File: src/rtl/demux_router.sv
`default_nettype none
// ============================================================================
// Module      : demux_router
// Description : 1-to-4 valid/ready demultiplexer with a FIFO per lane and
//               per-lane accepted-transfer counters.
// Revision    : 1.0 - initial release
// ============================================================================
module demux_router #(
    parameter int DW    = 4,
    parameter int DEPTH = 2,
    parameter int CNTW  = 8
) (
    input  logic                clk,
    input  logic                rst_n,
    input  logic [DW-1:0]       in_data,
    input  logic [1:0]          in_sel,
    input  logic                in_valid,
    output logic                in_ready,
    output logic [4*DW-1:0]     out_data,
    output logic [3:0]          out_valid,
    input  logic [3:0]          out_ready,
    output logic [4*CNTW-1:0]   out_cnt
);

    localparam int           c_AW   = $clog2(DEPTH);
    localparam logic [c_AW:0] c_FULL = (c_AW+1)'(DEPTH);

    logic [3:0] w_full;

    // Ready depends only on the addressed lane's occupancy, never on valid.
    assign in_ready = ~w_full[in_sel];

    generate
        for (genvar k = 0; k < 4; k++) begin : g_lane
            logic [DW-1:0]   r_mem [DEPTH];
            logic [c_AW-1:0] r_wptr;
            logic [c_AW-1:0] r_rptr;
            logic [c_AW:0]   r_occ;
            logic [CNTW-1:0] r_cnt;
            logic            w_push;
            logic            w_pop;
            logic            w_nempty;

            assign w_nempty  = (r_occ != '0);
            assign w_full[k] = (r_occ == c_FULL);
            assign w_push    = in_valid && !w_full[k] && (in_sel == 2'(k));
            assign w_pop     = w_nempty && out_ready[k];

            always_ff @(posedge clk or negedge rst_n) begin
                if (!rst_n) begin
                    r_wptr <= '0;
                    r_rptr <= '0;
                    r_occ  <= '0;
                    r_cnt  <= '0;
                end else begin
                    if (w_push) begin
                        r_wptr <= r_wptr + 1'b1;
                        r_cnt  <= r_cnt + 1'b1;
                    end
                    if (w_pop) begin
                        r_rptr <= r_rptr + 1'b1;
                    end
                    case ({w_push, w_pop})
                        2'b10:   r_occ <= r_occ + 1'b1;
                        2'b01:   r_occ <= r_occ - 1'b1;
                        default: r_occ <= r_occ;
                    endcase
                end
            end

            // Storage needs no reset: occupancy alone decides what is visible.
            always_ff @(posedge clk) begin
                if (w_push) begin
                    r_mem[r_wptr] <= in_data;
                end
            end

            assign out_valid[k]            = w_nempty;
            assign out_data[k*DW +: DW]    = w_nempty ? r_mem[r_rptr] : '0;
            assign out_cnt[k*CNTW +: CNTW] = r_cnt;
        end
    endgenerate

endmodule
`default_nettype wire

File: config.mk
export PLATFORM = sky130hd
export DESIGN_NAME = demux_router
export DESIGN_NICKNAME = d
export VERILOG_FILES = /design/src/rtl/demux_router.sv
export SDC_FILE = /design/constraint.sdc
export NUM_CORES = 1
export LEC_CHECK = 0
export ABC_AREA = 1
export CAP_MARGIN = 15
export CORE_MARGIN = 5
export CORE_UTILIZATION = 40
export DETAILED_ROUTE_END_ITERATION = 6
export GPL_ROUTABILITY_DRIVEN = 0
export HOLD_SLACK_MARGIN = 0.02
export PLACE_DENSITY_LB_ADDON = 0.05
export SETUP_SLACK_MARGIN = 0.5
export SKIP_LAST_GASP = 1
export SYNTH_ARGS = -nofsm -noshare
export SYNTH_HDL_FRONTEND = slang
export SYNTH_SLANG_ARGS = --single-unit
File: constraint.sdc
create_clock -name clk -period 1.65 [get_ports clk]
set_input_delay 0.165 -clock clk [delete_from_list [all_inputs] [get_ports clk]]
set_output_delay 0.165 -clock clk [all_outputs]
set_load 0.03 [all_outputs]
======== Yosys cells after proc, flatten, opt, wreduce, memory -nomap -nowiden ========
Memory sizes are Yosys's and may differ from the RTL's.
Cells that the tools add are included.
storage, ports and cells
  register bits ........................... 48
  memory bits (writable) .................. 32
  word-level logic and storage cells ...... 100
  memories ................................ 4
operators by class
  add/sub/neg operators ................... 20
  magnitude comparators ................... 1
  equality and inequality tests ........... 15
  muxes and demuxes ....................... 18
  bitwise operators ....................... 1
  reductions and logical operators ........ 25
memory list
  name             words  bits a word  read ports  clocked after memory_dff  write ports  RTL line  text
  g_lane[0].r_mem  2      4            1           0                         1            35        logic [DW-1:0] r_mem [DEPTH];
  g_lane[1].r_mem  2      4            1           0                         1            35
  g_lane[2].r_mem  2      4            1           0                         1            35
  g_lane[3].r_mem  2      4            1           0                         1            35
operators with widths
  cell                                                                   count
  8-bit by 1-bit adder with 8-bit output, second input constant          4
  2-bit equality test, second input constant                             10
  4-bit 2-to-1 mux                                                       4
  2-bit case mux with 2 select lines                                     4
  2-bit nonzero test                                                     8
  1-bit logical AND                                                      12
  2-bit by 1-bit equality test with 1-bit output, second input constant  5
  1-bit 2-to-1 mux                                                       9
  1-bit adder, second input constant                                     8
  2-bit by 1-bit adder with 2-bit output, second input constant          4
  2-bit by 1-bit subtractor with 2-bit output, second input constant     4
  1-bit zero test                                                        4
  2-bit by 3-bit < comparator with 1-bit output, second input constant   1
  1-bit binary-select mux with 2-bit select                              1
  2-bit zero test                                                        1
  1-bit inverter                                                         1

======== Depth between registers and ports, before layout ========
  depth in word-level cells ............... 6
  gate-level depth with buffers ........... 8
  depth with buffers taken out ............ 8

======== Worst setup path after synthesis ========
OpenSTA, ideal clock, no wires.
  path kind ............................... reg2reg
  start point ............................. reg g_lane[3].r_occ[0]
  end point ............................... reg g_lane[3].r_occ[1]
  arrival ................................. 1457 ps
  required time ........................... 1570 ps
  setup slack ............................. 113 ps
  stages on the path, launching flop included .. 9
  buffers on the path ..................... 0
  clock period less this slack ............ 1537 ps
  path through ............................ dfrtp_1 -> nor2_1 -> inv_1 -> nand2_1 -> inv_1 -> ha_1 -> or2_2 -> nand2_1 -> xnor2_1
on the way
  elaborated cells on any way between the ends .. 12
  classes of those cells .................. 2 x add/sub; 3 x eq/ne; 1 x mux; 6 x reduce/logical
RTL lines
  element                                                                                RTL line  text
  start, declared                                                                        38        logic [c_AW:0] r_occ;
  start signal, assigned                                                                 64        2'b10: r_occ <= r_occ + 1'b1;
  start signal, assigned                                                                 65        2'b01: r_occ <= r_occ - 1'b1;
  start signal, assigned                                                                 66        default: r_occ <= r_occ;
  2-bit nonzero test *                                                                   44        assign w_nempty = (r_occ != '0);
  via g_lane[3].w_nempty                                                                 42        logic w_nempty;
  1-bit logical AND *                                                                    47        assign w_pop = w_nempty && out_ready[k];
  via g_lane[3].w_pop                                                                    41        logic w_pop;
  2-bit by 1-bit equality test with 1-bit output or 2-bit equality test (tied branches)  63        case ({w_push, w_pop})
  2-bit case mux with 2 select lines or 2-bit nonzero test (tied branches)               -
The timed path passes the listed nets; every way through them passes the cells marked *.
A chain may end at the register's enable or synchronous reset.

======== Final worst setup path ========
  start point ............................. reg g_lane[0].r_occ[0]
  end point ............................... reg g_lane[0].r_occ[1]
on the way
  elaborated cells on any way between the ends .. 12
  classes of those cells .................. 2 x add/sub; 3 x eq/ne; 1 x mux; 6 x reduce/logical
RTL lines
  element                                                                                RTL line
  start, declared                                                                        38
  start signal, assigned                                                                 64
  start signal, assigned                                                                 65
  start signal, assigned                                                                 66
  2-bit nonzero test *                                                                   44
  1-bit logical AND *                                                                    47
  via g_lane[0].w_pop                                                                    41
  2-bit by 1-bit equality test with 1-bit output or 2-bit equality test (tied branches)  63
  2-bit case mux with 2 select lines or 2-bit nonzero test (tied branches)               -
Marked as above.

==> flow_metrics.env <==
export IMPL_fin_crit_sh_pct=96.3
export IMPL_antenna_found_initial=0
export IMPL_synth_seq_cells=80
export IMPL_syn_mean_instance_area_um2=9.64
export IMPL_synth_top_cell_by_area="dfrtp_1"
export IMPL_grt_overflow_total=0
export IMPL_cap_violations=0
export IMPL_synth_warnings=0
export IMPL_num_rows=35
export IMPL_utilization_pct=66.8
export IMPL_hold_class="input port to async pin"
export IMPL_fill_cells=731
export IMPL_arrival_ns=1.83
export IMPL_power_total_uw=10500
export IMPL_clock_skew_final_ns=0.00684
export IMPL_finalCriticalPeriod_ns=1.59
export IMPL_clock_latency_ns=0.35
export IMPL_postSynthCellCount=388
export IMPL_dieArea_um2=11400
export IMPL_drive_gt1_share_pct=53.9
export IMPL_synth_area_leaders="dfrtp_1 32%, edfxtp_1 26%, nand2_1 14%, xnor2_1 4.9%, inv_1 3.4%"
export IMPL_dr_first_iter_drc_count=61
export IMPL_final_nets=573
export IMPL_netlist_area_um2=3740
export IMPL_syn_to_final_growth_pct=64.2
export IMPL_ctsLongestPathBuffers=2
export IMPL_cts_reportedPaths_clkPinSlew_ns=0.09
export IMPL_max_freq_ghz=0.629
export IMPL_placed_cell_area_um2=4930
export IMPL_numCtsBuffers=9
export IMPL_startpoint_type="register"
export IMPL_grt_max_degree=49
export IMPL_slew_headroom_pct=73.3
export IMPL_first_pass_iters=4
export IMPL_endpoint_kind="register"
export IMPL_worstMarginPinSlew_ns=0.399
export IMPL_setup_tns_ns=0
export IMPL_cp_slowest_stage_delay_ns=0.41
export IMPL_drt_wl_total_um=9310
export IMPL_cp_cell_sequence="buf_6 > buf_6 > nor2_4 > inv_2 > nand2_2 > inv_2 > ha_4 > a21oi_2 > nand2_2 > xnor2_1"
export IMPL_critPathRequiredTime_ns=1.89
export IMPL_vias_per_cell=4.58
export IMPL_coreArea_um2=9200
export IMPL_drc=0
export IMPL_drt_wirelength_per_cell_um=13.9
export IMPL_dieHeight_um=107
export IMPL_cp_max_fo=2
export IMPL_io_pins=66
export IMPL_clock_sinks=80
export IMPL_die_w_um=107
export IMPL_diodes=0
export IMPL_grt_pass1_vias=3046
export IMPL_ant_nets=0
export IMPL_slew_violations=0
export IMPL_hold_slack_ns=0.326
export IMPL_tritoncts="done"
export IMPL_grt_first_pass_wirelength_um=14900
export IMPL_p_leak_uw=0.00273
export IMPL_postLayoutCellArea_um2=6140
export IMPL_synth_cell_type_count=23
export IMPL_outcome="finished, final reports clean"
export IMPL_cts_root_buf="clkbuf_8"
export IMPL_cp_slowest_cell="dfrtp_1"
export IMPL_hold_viol_final=0
export IMPL_synth_top_cell_area_share_pct=32.1
export IMPL_via_count=3059
export IMPL_crit_type="register to register"
export IMPL_io_buffers=65
export IMPL_hpwlAfterDp_um=5680
export IMPL_power_density_nw_per_um2=1700
export IMPL_htree_levels=3
export IMPL_seq_area_frac_synth_pct=57.8
export IMPL_ir_drop_mv=0.905
export IMPL_rsz0062_at_grt="true"
export IMPL_syn_num_nets=409
export IMPL_track_usage_pct=16.6
export IMPL_report_final_setup_viol=0
export IMPL_start_util_pct=40.7
## critical path: cells and delay by family, from the launching register on
kind / cells / cell delay (ns)
adders and majority gates: 1 / 0.22
AOI/OAI and AO/OA: 1 / 0.12
xor gates and xnor gates: 1 / 0.12
and+or+nand+nor: 3 / 0.26
buffers and inverters: 4 / 0.35
DFF: 1 / 0.41
## kinds of logic (layout without fill, tap and decap cells)
family	count (synthesis)	in the layout	share of synthesized area, %
compound gates	25	25	3.41
xor+xnor	32	32	7.89
fa+ha+maj	8	8	2.68
buf+inv	43	210	5.12
flops	80	80	57.8
simple gates	200	202	23.1
## routing by layer
layer	vias up	GRT usage [%]	wire [um]
met5	-	0	0
met4	0	4.38	93
met2	51	27.6	4610
met3	8	3.61	338
met1	1445	22.0	4270
li1	1555	-	-
## cells in the mapped netlist (all sizes together)
master and instances:
edfxtp 32, or2 4, buf 6, a21oi 20
o21ai 4, inv 37, ha 8, nand2 144
xor2 11, xnor2 21, dfrtp 48, o21a 1
nand3 17, nor2 27, nand3b 8
## cell type report
cell class	count	area [um^2]	share of cell area (%)
Clock buffer	9	124	2.02
Clock inverter	7	80.1	1.30
Inverter	37	159	2.59
Multi-Input combinational cell	267	1940	31.5
Sequential cell	80	2180	35.6
Tap cell	111	139	2.26
Timing Repair Buffer	157	1520	24.7
## report_power, final
part           internal [uW]  switching, uW
clock network            717            768
registers               2550            520
logic                   2950           2970
## per-stage QoR
stage | worst slack (ns) | std cells
2_1_floorplan | 0.237 | 388
3_3_place_gp | -0.0336 | 582
3_5_place_dp | -0.0672 | 582
4_1_cts | 0.0304 | 642
5_1_grt | -0.0131 | 668
6_report | 0.0610 | 668
## cells in the final DEF, fill, tap and decap left out, types with 13 or more instances in the layout
cell type	instances
buf_6	66
inv_2	13
buf_4	62
xnor2_1	19
nor2_4	16
a21oi_2	13
dfrtp_2	18
edfxtp_1	32
nand2_1	106
inv_1	17
nand2_2	27
dfrtp_1	30
## flip-flops by register name, indices dropped and copies added, names as in the netlist
| signal | flops |
|---|---|
| g_lane.r_cnt | 32 |
| g_lane.r_mem | 32 |
| g_lane.r_occ | 8 |
| g_lane.r_rptr | 4 |
| g_lane.r_wptr | 4 |
## repair_timing
| item | CTS | global route |
|---|---|---|
| gates resized for setup | 325 | 110 |
| hold buffers | 1 | 0 |
| cloned | 2 | 1 |
| pin swaps | 32 | 24 |
| buffers inserted | 41 | 25 |
| setup endpoints to repair | 120 | 115 |
| endpoints found under the hold margin | 48 | 0 |
## path summary, 6_finish.rpt
kind	startpoint	end	slack (ns)	cells past startpoint
setup reg to reg	g_lane[0].r_occ[0]$_DFFE_PN0P_	g_lane[0].r_occ[1]$_DFFE_PN0P_	0.06	10
hold / removal	rst_n	g_lane[2].r_rptr$_DFFE_PN0P_	0.33	3
hold reg to reg	g_lane[3].r_cnt[7]$_DFFE_PN0P_	g_lane[3].r_cnt[7]$_DFFE_PN0P_	0.50	2
min in group clk	g_lane[3].r_cnt[7]$_DFFE_PN0P_	g_lane[3].r_cnt[7]$_DFFE_PN0P_	0.50	2
setup / recovery	g_lane[0].r_occ[0]$_DFFE_PN0P_	g_lane[0].r_occ[1]$_DFFE_PN0P_	0.06	10
max in group asynchronous	rst_n	g_lane[0].r_cnt[2]$_DFFE_PN0P_	1.06	3
(Power assumes the default switching activity.)
